==> src/rtl/psum_bitserial_accumulator.sv <==
// psum_bitserial_accumulator
// Shift-accumulates signed bit-plane partial sums from the adder tree
// (LSB plane first, then row tiles) into a wide accumulator. It emits one
// saturated result per job over a valid/ready handshake.
module psum_bitserial_accumulator #(
    parameter int IN_WIDTH  = 16,
    parameter int ACC_WIDTH = 32,
    parameter int OUT_WIDTH = 24,
    parameter int MAX_BITS  = 8
) (
    input  logic                        clk,
    input  logic                        rst_n,
    input  logic                        start,
    input  logic [3:0]                  cfg_bits,
    input  logic [7:0]                  cfg_tiles,
    input  logic                        cfg_signed,
    input  logic                        in_valid,
    output logic                        in_ready,
    input  logic signed [IN_WIDTH-1:0]  in_psum,
    output logic                        out_valid,
    input  logic                        out_ready,
    output logic signed [OUT_WIDTH-1:0] out_data,
    output logic                        out_sat,
    output logic                        busy
);

    typedef enum logic [1:0] {
        S_IDLE   = 2'd0,
        S_ACCUM  = 2'd1,
        S_OUTPUT = 2'd2
    } state_t;

    localparam logic [3:0] LP_MAX_BITS = 4'(MAX_BITS);

    state_t                        r_state;
    state_t                        w_state_nxt;

    logic [3:0]                    r_bits;
    logic [7:0]                    r_tiles;
    logic                          r_signed;
    logic signed [ACC_WIDTH-1:0]   r_acc;
    logic [3:0]                    r_bit_idx;
    logic [7:0]                    r_tile_idx;
    logic signed [OUT_WIDTH-1:0]   r_out_data;
    logic                          r_out_sat;

    logic                          w_beat;
    logic                          w_bit_last;
    logic                          w_last;
    logic signed [ACC_WIDTH-1:0]   w_ext;
    logic signed [ACC_WIDTH-1:0]   w_shift;
    logic signed [ACC_WIDTH-1:0]   w_term;
    logic signed [ACC_WIDTH-1:0]   w_sum;
    logic [OUT_WIDTH:0]            w_sat;

    // Bit-planes per tile: 0 behaves as 1, anything above MAX_BITS is capped.
    function automatic logic [3:0] clamp_bits(input logic [3:0] b);
        if (b == 4'd0)
            clamp_bits = 4'd1;
        else if (b > LP_MAX_BITS)
            clamp_bits = LP_MAX_BITS;
        else
            clamp_bits = b;
    endfunction

    // Tiles per job: 0 behaves as 1.
    function automatic logic [7:0] clamp_tiles(input logic [7:0] t);
        clamp_tiles = (t == 8'd0) ? 8'd1 : t;
    endfunction

    // Returns {sat_flag, clipped_word}. The value fits the output width
    // exactly when every bit from the output sign bit upward agrees.
    function automatic logic [OUT_WIDTH:0] sat_word(input logic signed [ACC_WIDTH-1:0] v);
        logic [ACC_WIDTH-OUT_WIDTH:0] hi;
        hi = v[ACC_WIDTH-1:OUT_WIDTH-1];
        if (hi == '0 || hi == '1)
            sat_word = {1'b0, v[OUT_WIDTH-1:0]};
        else if (v[ACC_WIDTH-1])
            sat_word = {1'b1, 1'b1, {(OUT_WIDTH-1){1'b0}}};
        else
            sat_word = {1'b1, 1'b0, {(OUT_WIDTH-1){1'b1}}};
    endfunction

    // Handshake and term datapath
    assign in_ready   = (r_state == S_ACCUM);
    assign out_valid  = (r_state == S_OUTPUT);
    assign busy       = (r_state != S_IDLE);
    assign out_data   = r_out_data;
    assign out_sat    = r_out_sat;

    assign w_beat     = in_valid && in_ready;
    assign w_bit_last = (r_bit_idx == (r_bits - 4'd1));
    assign w_last     = w_bit_last && (r_tile_idx == (r_tiles - 8'd1));

    // The MSB plane of a two's-complement activation carries negative weight.
    assign w_ext      = {{(ACC_WIDTH-IN_WIDTH){in_psum[IN_WIDTH-1]}}, in_psum};
    assign w_shift    = w_ext <<< r_bit_idx;
    assign w_term     = (r_signed && w_bit_last) ? -w_shift : w_shift;
    assign w_sum      = r_acc + w_term;
    assign w_sat      = sat_word(w_sum);

    // State register
    always_ff @(posedge clk or negedge rst_n) begin
        if (!rst_n)
            r_state <= S_IDLE;
        else
            r_state <= w_state_nxt;
    end

    // Next-state logic: start only matters in IDLE, the last beat ends ACCUM.
    always_comb begin
        w_state_nxt = r_state;
        case (r_state)
            S_IDLE:   if (start)           w_state_nxt = S_ACCUM;
            S_ACCUM:  if (w_beat && w_last) w_state_nxt = S_OUTPUT;
            S_OUTPUT: if (out_ready)       w_state_nxt = S_IDLE;
            default:                       w_state_nxt = S_IDLE;
        endcase
    end

    // Job configuration, accumulator, plane/tile counters and result register.
    always_ff @(posedge clk or negedge rst_n) begin
        if (!rst_n) begin
            r_bits     <= 4'd1;
            r_tiles    <= 8'd1;
            r_signed   <= 1'b0;
            r_acc      <= '0;
            r_bit_idx  <= '0;
            r_tile_idx <= '0;
            r_out_data <= '0;
            r_out_sat  <= 1'b0;
        end else if (r_state == S_IDLE && start) begin
            r_bits     <= clamp_bits(cfg_bits);
            r_tiles    <= clamp_tiles(cfg_tiles);
            r_signed   <= cfg_signed;
            r_acc      <= '0;
            r_bit_idx  <= '0;
            r_tile_idx <= '0;
        end else if (w_beat) begin
            r_acc <= w_sum;
            if (w_bit_last) begin
                r_bit_idx  <= '0;
                r_tile_idx <= r_tile_idx + 8'd1;
            end else begin
                r_bit_idx  <= r_bit_idx + 4'd1;
            end
            if (w_last) begin
                r_out_data <= w_sat[OUT_WIDTH-1:0];
                r_out_sat  <= w_sat[OUT_WIDTH];
            end
        end
    end

endmodule

==> config.mk <==
export PLATFORM = sky130hd
export DESIGN_NAME = psum_bitserial_accumulator
export DESIGN_NICKNAME = d
export VERILOG_FILES = /design/src/rtl/psum_bitserial_accumulator.sv
export SDC_FILE = /design/constraint.sdc
export NUM_CORES = 1
export LEC_CHECK = 0
export BUFFER_PORTS_ARGS = -buffer_cell sky130_fd_sc_hd__buf_4
export CORE_ASPECT_RATIO = 1.1
export CORE_MARGIN = 3
export CORE_UTILIZATION = 27
export CTS_BUF_LIST = sky130_fd_sc_hd__clkbuf_8
export CTS_CLUSTER_SIZE = 16
export DETAILED_ROUTE_END_ITERATION = 16
export HOLD_SLACK_MARGIN = 0.15
export PLACE_DENSITY = 0.49
export SETUP_SLACK_MARGIN = 0.3
export SLEW_MARGIN = 20
export SYNTH_ARGS = -nofsm -noshare
export SYNTH_HDL_FRONTEND = slang
export SYNTH_SLANG_ARGS = --single-unit
==> constraint.sdc <==
create_clock -name clk -period 7.24 [get_ports clk]
set_input_delay 0.362 -clock clk [delete_from_list [all_inputs] [get_ports clk]]
set_output_delay 0.362 -clock clk [all_outputs]
set_load 0.02 [all_outputs]
### Word level (Yosys, flattened, before mapping)

Cells that the tools add are included.

* memories: 0
* bits in latches: 0
* memory bits (read-only): 0
* bits in writable memories: 0
* input bits: 34
* flip-flop bits (word level): 84
* output and inout port bits: 28

* reductions and logical operators: 16
* $lt $le $gt $ge: 1
* bitwise operators: 1
* $mul: 0
* shifts and indexed selects: 1
* div/mod/pow operators: 0
* mux-type cells: 18
* add/subtract/negate cells: 6
* equal/unequal tests: 8

Operators by type and width (number)
* 2-to-1 mux 32 bit: 3
* adder 32 bit: 1
* 2-to-1 mux 8 bit: 4
* negator 32 bit: 1
* <<< shifter 16 x 4 -> 32 bit: 1
* 2-to-1 mux 25 bit: 1
* 2-to-1 mux 24 bit: 1
* 2-to-1 mux 4 bit: 5
* equality test 9 bit, second input constant: 1
* logical NOT 9 bit: 1
* adder 8 x 1 -> 8 bit, second input constant: 1
* equality test 8 bit: 1
* logical NOT 8 bit: 1
* subtractor 8 x 1 -> 8 bit, second input constant: 1
* 2-to-1 mux 2 bit: 3
* one-hot mux 2 bit (3 select lines): 1
* AND reduction 3 bit: 2
* nonzero test 2 bit: 3
* logical AND 1 bit: 5
* adder 4 x 1 -> 4 bit, second input constant: 1
* equality test 4 bit: 1
* greater-than comparator 4 bit, second input constant: 1
* logical NOT 4 bit: 1
* inequality test 2 x 1 -> 1 bit, second input constant: 2
* 8 further kinds: 8

### Depth between registers and ports, before layout

* depth after elaboration: 8
* depth in mapped cells: 28
* mapped depth without buffers: 24

### Worst setup path after synthesis

Ideal clock, no wire load.

* kind: reg-to-reg
* start point: register r_bit_idx[0]
* end point: register r_out_data[11], in the netlist out_data[11]
* library setup time: 0.130 ns
* cell stages (with the launch flop): 26
* arrival: 5.316 ns
* path slack: 1.794 ns
* period minus slack after synthesis: 5.446 ns
* path buffers: 4
* cells stage by stage: dfrtp_1 > buf_6 > buf_12 > mux2i_1 > nor2_1 > nand2_1 > ha_1 > inv_1 > a31o_2 > or3b_2 > nor3_1 > and3_1 > a31oi_1 > xnor2_1 > ha_1 > buf_2 > nand4_1 > or3_1 > a211oi_2 > mux2i_1 > and3_1 > or4b_2 > nor3_1 > a311o_4 > buf_6 > o211ai_2

* longest elaborated chain between the ends: 7
* elaborated cells on any way between the ends: 13
* those cells by class: add/sub (2); eq/ne (2); shift (1); mux (3); reduce/logical (5)

RTL lines
* start: declaration: RTL line 42 `logic [3:0] r_bit_idx;`
* start signal: assignment: RTL line 145 `r_bit_idx <= r_bit_idx + 4'd1;`
* <<< shifter 16 x 4 -> 32 bit / equality test 4 bit (equally long branches): RTL line 97, 92
* negator 32 bit / logical AND 1 bit (equally long branches): RTL line 98 `assign w_term = (r_signed && w_bit_last) ? -w_shift : w_shift;`
* 2-to-1 mux 32 bit: RTL line 98
* adder 32 bit: RTL line 99 `assign w_sum = r_acc + w_term;`
* equality test 9 bit / logical NOT 9 bit (equally long branches): RTL line 76 `if (hi == '0 || hi == '1)`
* logical OR 1 bit: RTL line 76
* 2-to-1 mux 25 bit: RTL line 76
* end signal: assignment: RTL line 148 `r_out_data <= w_sat[OUT_WIDTH-1:0];`
* end: declaration: RTL line 44 `logic signed [OUT_WIDTH-1:0] r_out_data;`

Several ways; a longest one is shown, not always the timed one.
A chain may end at the register's enable or synchronous reset.

### Worst setup path in the final report

* start point: register r_bit_idx[1]
* end point: register r_out_data[0], in the netlist out_data[0]

Same word-level chain as after synthesis.

==> flow_metrics.env <==
export IMPL_syn_cell_area_um2=7680
export IMPL_tns_ns=0
export IMPL_hold_path_class="in2reg"
export IMPL_clkTransAtPathRegs_ns=0.09
export IMPL_fmax_mhz=154
export IMPL_grt_pass1_vias=6813
export IMPL_finalHoldViolCount=0
export IMPL_synth_ff_type="dfrtp_1"
export IMPL_post_place_ws_ns=0.352
export IMPL_busiest_layer="met2"
export IMPL_synth_fp_nets=984
export IMPL_ant_nets=0
export IMPL_drc=0
export IMPL_final_cell_area_um2=8800
export IMPL_cap_violations=0
export IMPL_insertion_delay_ns=0.39
export IMPL_clk_path_buf_depth=2
export IMPL_antenna_found_initial=0
export IMPL_async_reset_ff_frac=1.00
export IMPL_syn_avg_cell_area_um2=8.44
export IMPL_final_cell_mix="nand2_1 (149), o21ai_0 (80), dfrtp_1 (79)"
export IMPL_layout_commonest_cell="nand2_1"
export IMPL_die_area_um2=30500
export IMPL_period_share=0.897
export IMPL_tightest_slew_ns=1.00
export IMPL_layout_drive_gt1_share=0.173
export IMPL_rsz0062_at_grt="false"
export IMPL_globalRouteMet1Util=0.185
export IMPL_slew_headroom=0.331
export IMPL_grt_max_degree=69
export IMPL_cp_start_kind="flop"
export IMPL_finalNetCount=1035
export IMPL_cts_tree="done"
export IMPL_path_class="reg2reg"
export IMPL_ys_seq_area_frac=0.274
export IMPL_syn2layout_area_growth_pct=14.5
export IMPL_grt_ovfl_total=0
export IMPL_synth_largest_area_cell="dfrtp_1"
export IMPL_use_met3=0.0168
export IMPL_finalMaxSlewViolations=0
export IMPL_coreArea_um2=27900
export IMPL_globalplace_congestion=0.902
export IMPL_ys_warn_count=0
export IMPL_crit_path_end_kind="flop"
export IMPL_drtIter0Drc=309
export IMPL_ys_types=85
export IMPL_wl_um=22800
export IMPL_hold_slack_ns=0.184
export IMPL_grt_pass1_wl_um=36900
export IMPL_initial_core_util=0.275
export IMPL_numPortBuffers=61
export IMPL_critPathArrivalTime_ns=6.73
export IMPL_die_width_um=167
export IMPL_crit_fanout=23
export IMPL_htreeDepth=3
export IMPL_rows=64
export IMPL_setup_violations_final=0
export IMPL_num_vias=6825
export IMPL_num_antenna_cells=0
export IMPL_finClkSkew_ns=0.0217
export IMPL_ys_seq_elements=84
export IMPL_synth_edf_count=0
export IMPL_cts_sinks=84
export IMPL_outcome="complete, no violations"
export IMPL_syn_inst=910
export IMPL_dp_hpwl_um=17600
export IMPL_viasPerCell=5.14
export IMPL_place_area_um2=8470
export IMPL_grt_usage=0.148
export IMPL_grt_use_met2=0.268
export IMPL_die_h_um=183
export IMPL_io_pins=62
export IMPL_fin_ws_ns=0.749
export IMPL_worstPathRequired_ns=7.48
export IMPL_dr_pass1_iters=7
export IMPL_post_synth_top_area_fraction=0.267
export IMPL_synth_area_leaders="dfrtp_1 (27%), nand2_1 (7.3%), xnor2_1 (6.6%), ha_1 (6.4%), o21ai_0 (5.2%)"
export IMPL_cts_buffers=9
export IMPL_finalWorstPathRequiredPeriod_ns=6.49
export IMPL_cts_root_buffer="clkbuf_8"
export IMPL_routedWlPerCell_um=17.2
## synth_stat cells, types with 11 or more instances
master    count
and2_1       12
dfrtp_1      82
o21ai_0      80
mux4_2       15
a21o_1       15
nand2_1     150
inv_1        30
nor3_1       13
nor2_1       54
o211ai_2     21
clkbuf_1     26
and3_1       12
mux2i_1      16
xor2_1       18
nand3_1      15
ha_1         39
nor2b_1      12
buf_2        11
xnor2_1      58
a21oi_1      55
## path summary, 6_finish.rpt
path	from	to	slack (ns)	depth (start not counted)
setup / recovery	r_bit_idx[1]	out_data[0]	0.75	19
hold / removal	cfg_tiles[5]	r_tiles[5]	0.18	3
setup reg to reg	r_bit_idx[1]	out_data[0]	0.75	19
hold reg to reg	r_acc[5]	r_acc[5]	0.50	2
max in group asynchronous	rst_n	r_bit_idx[0]	5.60	3
min in group asynchronous	rst_n	r_acc[23]	0.37	2
## what timing repair did
item / in CTS / in global routing
setup buffers: 0 / 1
resized for setup: 0 / 6
endpoints found under the hold margin: 22 / 0
hold buffers: 7 / 0
setup endpoints to repair: 0 / 24
## routing by layer
metal  vias to the layer above  part of all wire
met4                         0             0.025
met2                       108              0.51
met3                        33             0.026
li1                       3398                 -
met5                         -                 0
met1                      3286              0.44
## worst max-delay path, cell delays in order, from the launching register on
cell	delay (ns)
dfrtp_2	0.65
mux4_2	0.58
mux2i_1	0.28
mux2_2	0.25
or3b_2	0.45
nor3_1	0.27
and3_1	0.25
nand2_1	0.10
nand2_1	0.09
xor2_1	0.08
ha_1	0.46
nand4_1	0.15
or3_1	0.43
a211oi_2	0.43
o21ai_0	0.25
and4_1	0.23
or4_1	0.50
xnor2_4	0.35
a21o_4	0.42
o211ai_1	0.12
## registers in the layout (all words and copies together), names as in the netlist
register	flops
r_acc	32
r_state	2
r_signed	1
r_bit_idx	4
out_data	24
r_bits	4
r_tile_idx	8
out_sat	1
r_tiles	8
## logic make-up after synthesis
logic type,count (synthesis),share of synthesized area
and+or+nand+nor,327,0.206
AOI/OAI and AO/OA,266,0.239
DFF,84,0.274
xor gates and xnor gates,77,0.0888
buffers and inverters,77,0.0474
adders and majority gates,40,0.0661
muxes,39,0.0785
## through the flow
stage,utilization,std cells
finish,0.315,1329
global route,0.315,1329
detailed placement,0.303,1304
global placement,0.303,1304
floorplan,-,910
CTS,0.313,1327
## cell type report
cell class	count	area (um^2)
clock inverter	7	73.8
multi-input combinational	750	5250
sequential	84	2110
inverter	31	116
fill	2968	19200
clock buffer	9	124
tap	363	454
timing repair buffer	85	668
Power is not shown: default switching activity piles up to over one toggle a cycle in this logic, so the estimate is an artifact.
